### src/rtl/register_bus_arbiter.sv
// Round-robin arbiter that lets four requesters perform READ/WRITE/CLEAR/PRESET
// operations on eight shared registers through a single strobe/data bus.
module register_bus_arbiter #(
  parameter int NrOfBits = 8
) (
  input  logic                  Clock,
  input  logic                  Reset,
  input  logic                  Tick,
  input  logic [3:0]            req,
  input  logic [7:0]            req_op,
  input  logic [11:0]           req_addr,
  input  logic [4*NrOfBits-1:0] req_data,
  output logic [3:0]            gnt,
  output logic [3:0]            done,
  output logic [7:0]            reg_ce,
  output logic [7:0]            reg_cs,
  output logic [7:0]            reg_clr,
  output logic [7:0]            reg_pre,
  output logic [NrOfBits-1:0]   bus_d,
  output logic                  rd_valid,
  output logic                  busy
);

  typedef enum logic [1:0] {IDLE, EXEC, DONE} state_e;
  typedef enum logic [1:0] {OP_READ = 2'b00, OP_WRITE = 2'b01,
                            OP_CLEAR = 2'b10, OP_PRESET = 2'b11} op_e;

  state_e                state_q, state_d;
  logic   [1:0]          ptr_q, ptr_d;
  logic   [1:0]          win_q, win_d;
  op_e                   op_q, op_d;
  logic   [2:0]          addr_q, addr_d;
  logic   [NrOfBits-1:0] data_q, data_d;

  logic                  pick_found;
  logic   [1:0]          pick_idx;
  logic   [1:0]          pick_op;
  logic   [2:0]          pick_addr;
  logic   [NrOfBits-1:0] pick_data;

  // Scan from ptr upward modulo 4; the first asserted request wins.
  always_comb begin
    pick_found = 1'b0;
    pick_idx   = '0;
    pick_op    = '0;
    pick_addr  = '0;
    pick_data  = '0;
    for (int unsigned i = 0; i < 4; i++) begin
      int unsigned idx;
      idx = (32'(ptr_q) + i) % 4;
      if (!pick_found && req[idx]) begin
        pick_found = 1'b1;
        pick_idx   = 2'(idx);
        pick_op    = req_op[2*idx +: 2];
        pick_addr  = req_addr[3*idx +: 3];
        pick_data  = req_data[NrOfBits*idx +: NrOfBits];
      end
    end
  end

  always_comb begin
    state_d = state_q;
    ptr_d   = ptr_q;
    win_d   = win_q;
    op_d    = op_q;
    addr_d  = addr_q;
    data_d  = data_q;
    if (Tick) begin
      unique case (state_q)
        IDLE: if (pick_found) begin
          state_d = EXEC;
          win_d   = pick_idx;
          op_d    = op_e'(pick_op);
          addr_d  = pick_addr;
          data_d  = pick_data;
        end
        EXEC: state_d = DONE;
        DONE: begin
          state_d = IDLE;
          ptr_d   = win_q + 2'd1;
        end
        default: state_d = IDLE;
      endcase
    end
  end

  always_ff @(posedge Clock) begin
    if (Reset) begin
      state_q <= IDLE;
      ptr_q   <= '0;
      win_q   <= '0;
      op_q    <= OP_READ;
      addr_q  <= '0;
      data_q  <= '0;
    end else begin
      state_q <= state_d;
      ptr_q   <= ptr_d;
      win_q   <= win_d;
      op_q    <= op_d;
      addr_q  <= addr_d;
      data_q  <= data_d;
    end
  end

  // Outputs depend only on state and latched fields, so a Tick=0 stall holds them.
  always_comb begin
    gnt      = '0;
    done     = '0;
    reg_ce   = '0;
    reg_cs   = '1;
    reg_clr  = '0;
    reg_pre  = '0;
    bus_d    = '0;
    rd_valid = 1'b0;
    busy     = (state_q != IDLE);
    unique case (state_q)
      EXEC: begin
        gnt[win_q] = 1'b1;
        unique case (op_q)
          OP_READ: begin
            reg_cs[addr_q] = 1'b0;
            rd_valid       = 1'b1;
          end
          OP_WRITE: begin
            reg_ce[addr_q] = 1'b1;
            bus_d          = data_q;
          end
          OP_CLEAR:  reg_clr[addr_q] = 1'b1;
          OP_PRESET: reg_pre[addr_q] = 1'b1;
          default: ;
        endcase
      end
      DONE:    done[win_q] = 1'b1;
      default: ;
    endcase
  end

endmodule

### config.mk
export PLATFORM = sky130hd
export DESIGN_NAME = register_bus_arbiter
export DESIGN_NICKNAME = d
export VERILOG_FILES = /design/src/rtl/register_bus_arbiter.sv
export SDC_FILE = /design/constraint.sdc
export NUM_CORES = 1
export LEC_CHECK = 0
export CORE_MARGIN = 4
export CORE_UTILIZATION = 41
export DETAILED_ROUTE_END_ITERATION = 10
export HOLD_SLACK_MARGIN = 0.02
export PLACE_DENSITY = 0.77
export RECOVER_POWER = 100
export SYNTH_ARGS = -nofsm -noshare
export SYNTH_HDL_FRONTEND = slang
export SYNTH_SLANG_ARGS = --single-unit
export TNS_END_PERCENT = 30
### constraint.sdc
create_clock -name Clock -period 1.9 [get_ports Clock]
set_input_delay 0.38 -clock Clock [delete_from_list [all_inputs] [get_ports Clock]]
set_output_delay 0.38 -clock Clock [all_outputs]
set_load 0.01 [all_outputs]
==> qor.csv, run 1 <==
stage,metric,value,unit
floorplan,chipWidth,92.65,um
power_and_ir_drop,internal_power,0.9605,mW
clock_network,cts_inserted_buffers,3,
logic_synthesis,ys_dominant_reg_cell,dfxtp_1,
sta,hold_viol_final,0,
power_and_ir_drop,netSwitchingFraction,0.3417,
sta,timing.hold.ws,0.4954,ns
logic_synthesis,yosysUniqueCellTypes,45,
logic_synthesis,netlist_instances,364,
critical_path,cp.required,2.06,ns
detailed_routing,via_count,3451,
run_status,violated_checks,setup timing,
logic_synthesis,count_of_flip_flops_with_a_built_in_enable_after_synthesis,0,
sta,slew_violations,0,
logic_synthesis,syn-cell-area,2938,um^2
critical_path,critical_path.startpoint_type,flip-flop,
sta,timing_worst_slew_pin_value,0.4519,ns
global_route,grt_antenna_before_repair,0,
floorplan,num_rows,30,
finish,n_antenna_cell,0,
placed_design,hpwl,7.135,mm
floorplan,floorplan.io_pins,109,
sta,setup_repair_after_global_routing_missed_its_margin,yes,
finish,final_net_count,559,
placed_design,detailedPlace.worstSlack,-0.5995,ns
finish,syn_to_final_growth,51.58,%
power_and_ir_drop,power.combinational.fraction,0.484,
global_route,globalRouteOverflowTotal,0,
sta,timing.max_slew.rel_slack,0.6948,
global_route,gr-usage-all-layers,0.2075,
finish,post_route_cells_drive_above_1_share,0.2970,
logic_synthesis,yosys_warnings,0,
power_and_ir_drop,static-leakage-power,1.815,nW
clock_network,clock_insertion_delay_worst_skew,0.26,ns
critical_path,critical_path_type,reg -> reg,
detailed_routing,routed_wire_length,10.05,mm
critical_path,timing.critical_path.to_type,flip-flop,
power_and_ir_drop,vdd_drop_max,0.3468,mV
logic_synthesis,syn_nets,427,
sta,period_minus_slack,2.002,ns
logic_synthesis,synth_area_leader_cell,mux2i_1,
floorplan,chipHeight,92.65,um
clock_network,path_clk_slew,0.08,ns
power_and_ir_drop,clock_power_share,0.202,
run_status,outcome,"finished, violations left",
finish,fin_util,0.6483,
detailed_routing,route.detailed.wl_per_inst,17.00,um
logic_synthesis,synth_largest_type_area_fraction,0.2078,
sta,post-route-worst-setup-slack,-0.1020,ns
floorplan,floorplan.die_area,8584,um^2
logic_synthesis,ys_async_sr_fraction,0,
power_and_ir_drop,power.share.sequential,0.314,
min_path,classification_of_the_worst_slack_hold_path,reg -> reg,
clock_network,tritoncts,done,
detailed_routing,detail_route.drc_violations,0,
power_and_ir_drop,cellPowerDensity,327.6,nW/um^2
clock_network,tritoncts_num_sinks,19,
global_route,grt_start_max_net_pins,52,
global_route,via_count_of_the_first_global_routing_pass,3182,
clock_network,clock-root-buffer,clkbuf_8,
sta,final.period_utilization,1.054,
critical_path,worst-endpoint-arrival,2.16,ns
floorplan,coreArea,6869,um^2
clock_network,clock_tree.htree_level_count,1,
placed_design,io_buffers,108,
sta,report.final.setup_viol,10,
logic_synthesis,ys_top_cells_by_area,"mux2i_1 (21%), dfxtp_1 (13%), mux2_2 (11%)",
power_and_ir_drop,netSwitchingPower,0.4985,mW
floorplan,floorplan.initialDensity,0.4277,
detailed_routing,via_per_inst,5.839,
detailed_routing,dr.first_iter.drc_count,218,
critical_path,timing.critical_path.fanout_max,26,
detailed_routing,drt_pre_antenna_iters,4,
power_and_ir_drop,total_power,1.459,mW
logic_synthesis,number_of_storage_elements_in_the_synthesis_netlist,19,
clock_network,clk_path_buf_depth,2,
detailed_routing,antenna_left,0,
sta,finalClockSkew,0.001063,ns
flow_run,timing.max_cap.violations,0,
logic_synthesis,postSynthAreaPerCell,8.071,um^2
clock_network,holdBufCountCts,0,
placed_design,place.gp.congestion,0.8586,
global_route,global_route_wire_length_before_repair,14.91,mm
sta,highest_achievable_clock_rate,499.5,MHz
sta,fin_tns_setup,-0.2888,ns
logic_synthesis,seq_area_frac_synth,0.1295,
## cell families after synthesis
family	Yosys count	share of synthesized area
muxes	90	0.3228
adders and majority gates	4	0.01704
buffers and inverters	41	0.08092
DFF	19	0.1295
AOI/OAI and AO/OA	83	0.2291
and+or+nand+nor	127	0.2206
## stage by stage
stage	area (um^2)	instances
global placement	4303	576
detailed placement	4303	576
finish	4453	591
global route	4453	591
floorplan	2943	364
CTS	4343	581
## power by group through the flow
stage	clock (mW)	sequential [mW]	combinational, mW
3_3_place_gp	0	0.463	0.652
3_5_place_dp	0	0.465	0.672
6_report	0.295	0.458	0.706
2_1_floorplan	0	0.457	0.371
5_1_grt	0.311	0.462	0.763
4_1_cts	0.294	0.457	0.672
## registers in the layout, summed over array words and instances (netlist names)
name / count
state_q: 2
op_q: 2
ptr_q: 2
data_q: 8
win_q: 2
addr_q: 3
## cells in the mapped netlist (all sizes together) (12+ instances only)
library cell	count
mux2	28
a32oi	12
a311oi	12
o22ai	13
buf	23
mux2i	61
nor2	46
nand2	22
and2	18
a211o	12
dfxtp	19
o211ai	12
clkbuf	14
## path summary, 6_finish.rpt
check,startpoint,endpoint,slack [ns],depth (start not counted)
setup / recovery,ptr_q[1],data_q[0],-0.10,6
hold / removal,data_q[3],data_q[3],0.50,2
setup reg to reg,ptr_q[1],data_q[0],-0.10,6
hold reg to reg,data_q[3],data_q[3],0.50,2
## repair_timing
| action | CTS | global route |
|---|---|---|
| gates cloned | 0 | 3 |
| resized for setup | 79 | 94 |
| setup buffers | 1 | 7 |
| setup endpoints to repair | 64 | 55 |
| pin swaps | 0 | 7 |
## metal layers
| metal | global-route usage | vias to the layer above | routed length, um |
|---|---|---|---|
| li1 | - | 1639 | - |
| met1 | 0.2543 | 1657 | 4129 |
| met5 | 0 | - | 0 |
| met3 | 0.02193 | 18 | 603 |
| met2 | 0.3770 | 137 | 5130 |
| met4 | 0.06716 | 0 | 181 |
## cell type report
| type | count | area (um^2) |
|---|---|---|
| Fill cell | 615 | 2416 |
| Clock buffer | 4 | 45.04 |
| Sequential cell | 19 | 391.6 |
| Timing Repair Buffer | 164 | 1450 |
| Tap cell | 96 | 120.1 |
| Inverter | 4 | 15.01 |
| Multi-Input combinational cell | 304 | 2431 |
## critical path, cell delays in order (launching register included)
cell and delay [ns]:
dfxtp_4 0.38, or3b_1 0.37, a211oi_1 0.32, or3_4 0.21, buf_12 0.16, o211ai_1 0.12
a311oi_1 0.33
## cells in the final DEF (no fill, tap or decap), drive strengths merged, types with 6 or more instances in the layout
cell type       n
o22ai          13
mux2i          61
nand2          22
nand2b          8
and2           18
nor2           46
buf            57
clkdlybuf4s50  53
dlygate4sd2    12
nand3           6
o211ai         12
a211o          12
clkdlybuf4s15   9
dfxtp          19
a32oi          12
clkbuf         35
a21oi          10
nand3b          6
mux2           28
a311oi         12
Note: power is estimated with default switching activity, not from simulation.
==> run 2: changes to the inputs <==
Settings changed: GPL_TIMING_DRIVEN from default to 1.
==> results of run 2 <==
The final DEF is identical to that of run 1; final timing and power are the same.
==> variant 1, RTL diff (config.mk and constraints of run 1) <==
The 3 states of `state_e` get a one-hot encoding in 3 bits.
--- a/src/rtl/register_bus_arbiter.sv
+++ b/src/rtl/register_bus_arbiter.sv
@@ -22,5 +22,5 @@
 );
 
-  typedef enum logic [1:0] {IDLE, EXEC, DONE} state_e;
+  typedef enum logic [2:0] {IDLE = 3'b001, EXEC = 3'b010, DONE = 3'b100} state_e;
   typedef enum logic [1:0] {OP_READ = 2'b00, OP_WRITE = 2'b01,
                             OP_CLEAR = 2'b10, OP_PRESET = 2'b11} op_e;
Function: no difference found for any inputs over 4 cycles, from zero or initial values and one cycle with Reset high; so few cycles prove little.
==> variant 1 against run 1 <==
The flow still finishes with violations (setup timing); routed wire length fell by 1.0%; worst setup slack worse by 0.051 ns; total power up 8.2%; clock skew is 0.0023 ns higher; global-route usage decreased by 0.26 points; sequential cell count up 1; final area is 1.7% higher; via count grew 0.23%; synthesized area shrank 4.3%.
==> variant 1: results <==
group,metric,value,unit
worst_setup_path,rr_startpoint,"ptr_q[0]",
power_and_ir_drop,power_leakage,1.713,nW
detailed_routing,drt_iter0_markers,228,
cts,root_buffer,"clkbuf_8",
power_and_ir_drop,p_sw_share,31.66,%
synth,ys_types,46,
layout,reg_top3,"data_q x8, addr_q x3, state_q x3",
layout,fin_nets,600,
sta,setup_viol,33,
synth,synth.area.top_cells,"dfxtp_1 (14%), mux2i_1 (10%), mux2_1 (9.6%)",
power_and_ir_drop,vdd_ir_drop_max,0.2653,mV
place,placed_cell_area,4237,um2
place,dp_cells,588,
layout,final_cells,613,
grt,grtUsageTotal,20.50,%
grt,grt_pass1_wl,14610,um
worst_setup_path,crit_arrival,1.67,ns
synth,yosysSeqAreaShare,14.24,%
detailed_routing,viasPerCell,5.643,
worst_hold_path,hold_start,"data_q[5]",
place,post-place-ws,-0.4703,ns
power_and_ir_drop,p_total,1.578,mW
place,dp_hpwl,6768,um
place,gp_congestion,0.8962,
status,violations,"setup timing",
power_and_ir_drop,pg_comb,0.646,mW
layout,fillers,492,
grt,use_met2,39.10,%
worst_setup_path,worstRegToRegCells,7,
grt,use_met1,23.01,%
worst_hold_path,hold_path_end,"data_q[5]",
worst_setup_path,rr_endpoint,"op_q[1]",
power_and_ir_drop,p_clk_share,27.7,%
sta,setup-tns-final,-2.427,ns
status,outcome,"finished with violations",
synth,synth_fp_nets,455,
synth,ys_warn_count,0,
sta,fin_hold_ws,0.4904,ns
grt,grtUsageMet3,3.083,%
sta,skew,0.003342,ns
detailed_routing,wl_per_cell,16.22,um
layout,drive_gt1_share,34.33,%
grt,grt_max_degree,109,
grt,grt_pass1_vias,3309,
synth,synth_cells,392,
sta,setup_ws,-0.1532,ns
synth,synthTopCellsByCount,"nor2_1 (71), nand2_1 (48), mux2i_1 (29)",
worst_setup_path,rrSetupSlack,-0.07,ns
## variant 1: cell type report
class	count	area, um2	share of cell area [%]
clock buffers	3	41.29	0.9116
clock inverters	1	30.03	0.6630
inverters	3	11.26	0.2486
flip-flops and latches	20	419.2	9.254
multi-input cells	335	2457	54.25
repair buffers	174	1474	32.54
well taps	77	96.34	2.127
## variant 1: critical path, cell delays in order, from the launching register on
cell and delay (ns):
dfxtp_2 0.34, nor2b_4 0.15, nor2b_4 0.16, buf_6 0.12
nor3b_2 0.14, buf_4 0.17, buf_6 0.10, nand4_1 0.08
buf_2 0.15
## variant 1: timing repair
item,CTS,global route
endpoints found under the hold margin,0,0
pin swaps,12,18
hold buffers,0,0
buffers inserted,9,9
endpoints found under the setup margin,63,62
gates cloned,0,3
resized for setup,180,78
## variant 1: routing by layer
| metal | part of all wire [%] | up-vias |
|---|---|---|
| met4 | 1.7 | 0 |
| li1 | - | 1710 |
| met5 | 0 | - |
| met1 | 40 | 1596 |
| met3 | 6.1 | 17 |
| met2 | 52 | 136 |
## variant 1: logic make-up (layout without fill, tap and decap cells)
family | count (synthesis) | in the layout | share of synthesized area [%]
AOI/OAI and AO/OA | 98 | 99 | 25.90
adders and majority gates | 4 | 4 | 1.780
buffers and inverters | 38 | 181 | 6.364
DFF | 20 | 20 | 14.24
muxes | 57 | 57 | 21.94
and+or+nand+nor | 175 | 175 | 29.77
## variant 1: worst max-delay path by stage
| stage | end | from | slack, ns |
|---|---|---|---|
| after CTS | data_q[4] | req[0] | -0.17 |
| final | reg_cs[7] | state_q[1] | -0.15 |
| after global routing | reg_cs[7] | state_q[1] | -0.25 |
| after global placement | data_q[5] | req[2] | -0.39 |
| after detailed placement | data_q[4] | req[2] | -0.47 |
| after floorplan | reg_ce[1] | state_q[1] | 0.03 |
==> variant 2, RTL diff (flow settings as in run 1) <==
Made on the original files. Set the parameter `NrOfBits` to 10 (it was 8).
--- a/src/rtl/register_bus_arbiter.sv
+++ b/src/rtl/register_bus_arbiter.sv
@@ -2,5 +2,5 @@
 // operations on eight shared registers through a single strobe/data bus.
 module register_bus_arbiter #(
-  parameter int NrOfBits = 8
+  parameter int NrOfBits = 10
 ) (
   input  logic                  Clock,
Ports: changed (resized bus_d and req_data); port bits go from 109 to 119. No check against the original RTL was run, so the function may have changed too.
==> variant 2 against run 1 <==
The flow still finishes with violations (setup timing); worst setup slack better by 0.0079 ns; total power is 12% higher; combinational power is 15% higher; sequential cell count is 2 higher; final area is 10% higher; routed wire length is 16% higher; synthesized area is 6.6% higher; non-clock buffer count is 19 higher; sequential share of layout area hardly changed; critical endpoint is now data_q[1]; largest power group unchanged.
==> variant 2: results <==
group,metric,value,unit
status,outcome,"finished with violations",
status,violations,"setup timing",
synth,synth.area.top_cells,"mux2_2 (15%), dfxtp_1 (13%), mux2i_1 (11%)",
synth,synthTopCellsByCount,"nor2_1 (66), mux2_2 (43), mux2i_1 (35)",
layout,buf_share,32.57,%
layout,fin_nets,618,
worst_setup_path,rr_endpoint,"data_q[1]",
detailed_routing,met3_length,845,um
place,gp_congestion,0.8644,
detailed_routing,drtPass1Iterations,5,
cts,cts_resized,143,
sta,skew,0.004262,ns
layout,fillers,590,
place,dp_hpwl,8253,um
sta,slew_headroom,53.92,%
synth,synth_fp_nets,469,
worst_setup_path,max_stage_delay,0.43,ns
cts,post_cts_buffers,5,
sta,setup_viol,23,
grt,grtUsageTotal,22.60,%
detailed_routing,routed-via-count,3859,
layout,drive_gt1_share,35.90,%
layout,multi_input_area_share,54.82,%
detailed_routing,wl_met2,5946,um
synth,yosysSeqAreaShare,13.42,%
layout,inverters,5,
grt,grt_pass1_vias,3665,
cts,clock-sinks,21,
grt,grtUsageMet3,4.736,%
sta,setup_ws,-0.09406,ns
worst_setup_path,crit_fanout,6,
sta,setup-tns-final,-0.6721,ns
worst_setup_path,critical_path.top_delay_family,"simple AND/OR/NAND/NOR gates",
grt,use_met2,40.47,%
layout,multi_input_gates,333,
worst_setup_path,cp_slowest_cell,"or3_1",
grt,use_met1,26.93,%
worst_setup_path,rr_startpoint,"state_q[0]",
detailed_routing,routed_wirelength,11690,um
detailed_routing,m1WireLength,4662,um
layout,clkCellAreaFrac,0.9429,%
power_and_ir_drop,power_leakage,1.851,nW
detailed_routing,drt_iter0_markers,330,
layout,nNonClkBuffers,183,
synth,ys_types,47,
## variant 2: kinds of logic after synthesis
logic type | count (synthesis) | synth area share, %
AND/OR/NAND/NOR | 142 | 22.05
AO/OA/AOI/OAI | 109 | 29.65
multiplexers | 78 | 26.65
buffers and inverters | 44 | 6.632
flip-flops | 21 | 13.42
adder cells (fa/ha/maj) | 4 | 1.598
## variant 2: worst min-delay path, delay by kind of cell (launching register included)
kind | cells | cell delay (ns)
AOI/OAI and AO/OA | 1 | 0.08
DFF | 1 | 0.38
and+or+nand+nor | 1 | 0.08
## variant 2: stage by stage
| stage | worst slack [ns] | area, um2 | hold WS [ns] | cells |
|---|---|---|---|---|
| after CTS | -0.09835 | 4750 | 0.5661 | 637 |
| after global placement | -0.4088 | 4666 | 0.5257 | 627 |
| after floorplan | -0.03164 | 3137 | 0.4587 | 398 |
| after global routing | -0.1029 | 4910 | 0.6000 | 645 |
| after detailed placement | -0.4662 | 4666 | 0.5530 | 627 |
| final | -0.09406 | 4910 | 0.5803 | 645 |
## variant 2: power breakdown
part / leakage (nW) / internal (mW) / switching [mW]
sequential: 0.175 / 0.473 / 0.0288
clock: 0.0255 / 0.147 / 0.170
combinational: 1.65 / 0.427 / 0.383
total: 1.85 / 1.05 / 0.581
## variant 2: how the worst min path moves through the flow
| stage | endpoint | slack (ns) | cells after the start | start |
|---|---|---|---|---|
| after global placement | data_q[1] | 0.53 | 2 | data_q[1] |
| after floorplan | addr_q[0] | 0.46 | 1 | Reset |
| after CTS | win_q[1] | 0.57 | 2 | win_q[1] |
| after global routing | win_q[0] | 0.60 | 2 | win_q[0] |
| final | win_q[0] | 0.58 | 2 | win_q[0] |
| after detailed placement | win_q[1] | 0.55 | 2 | win_q[1] |
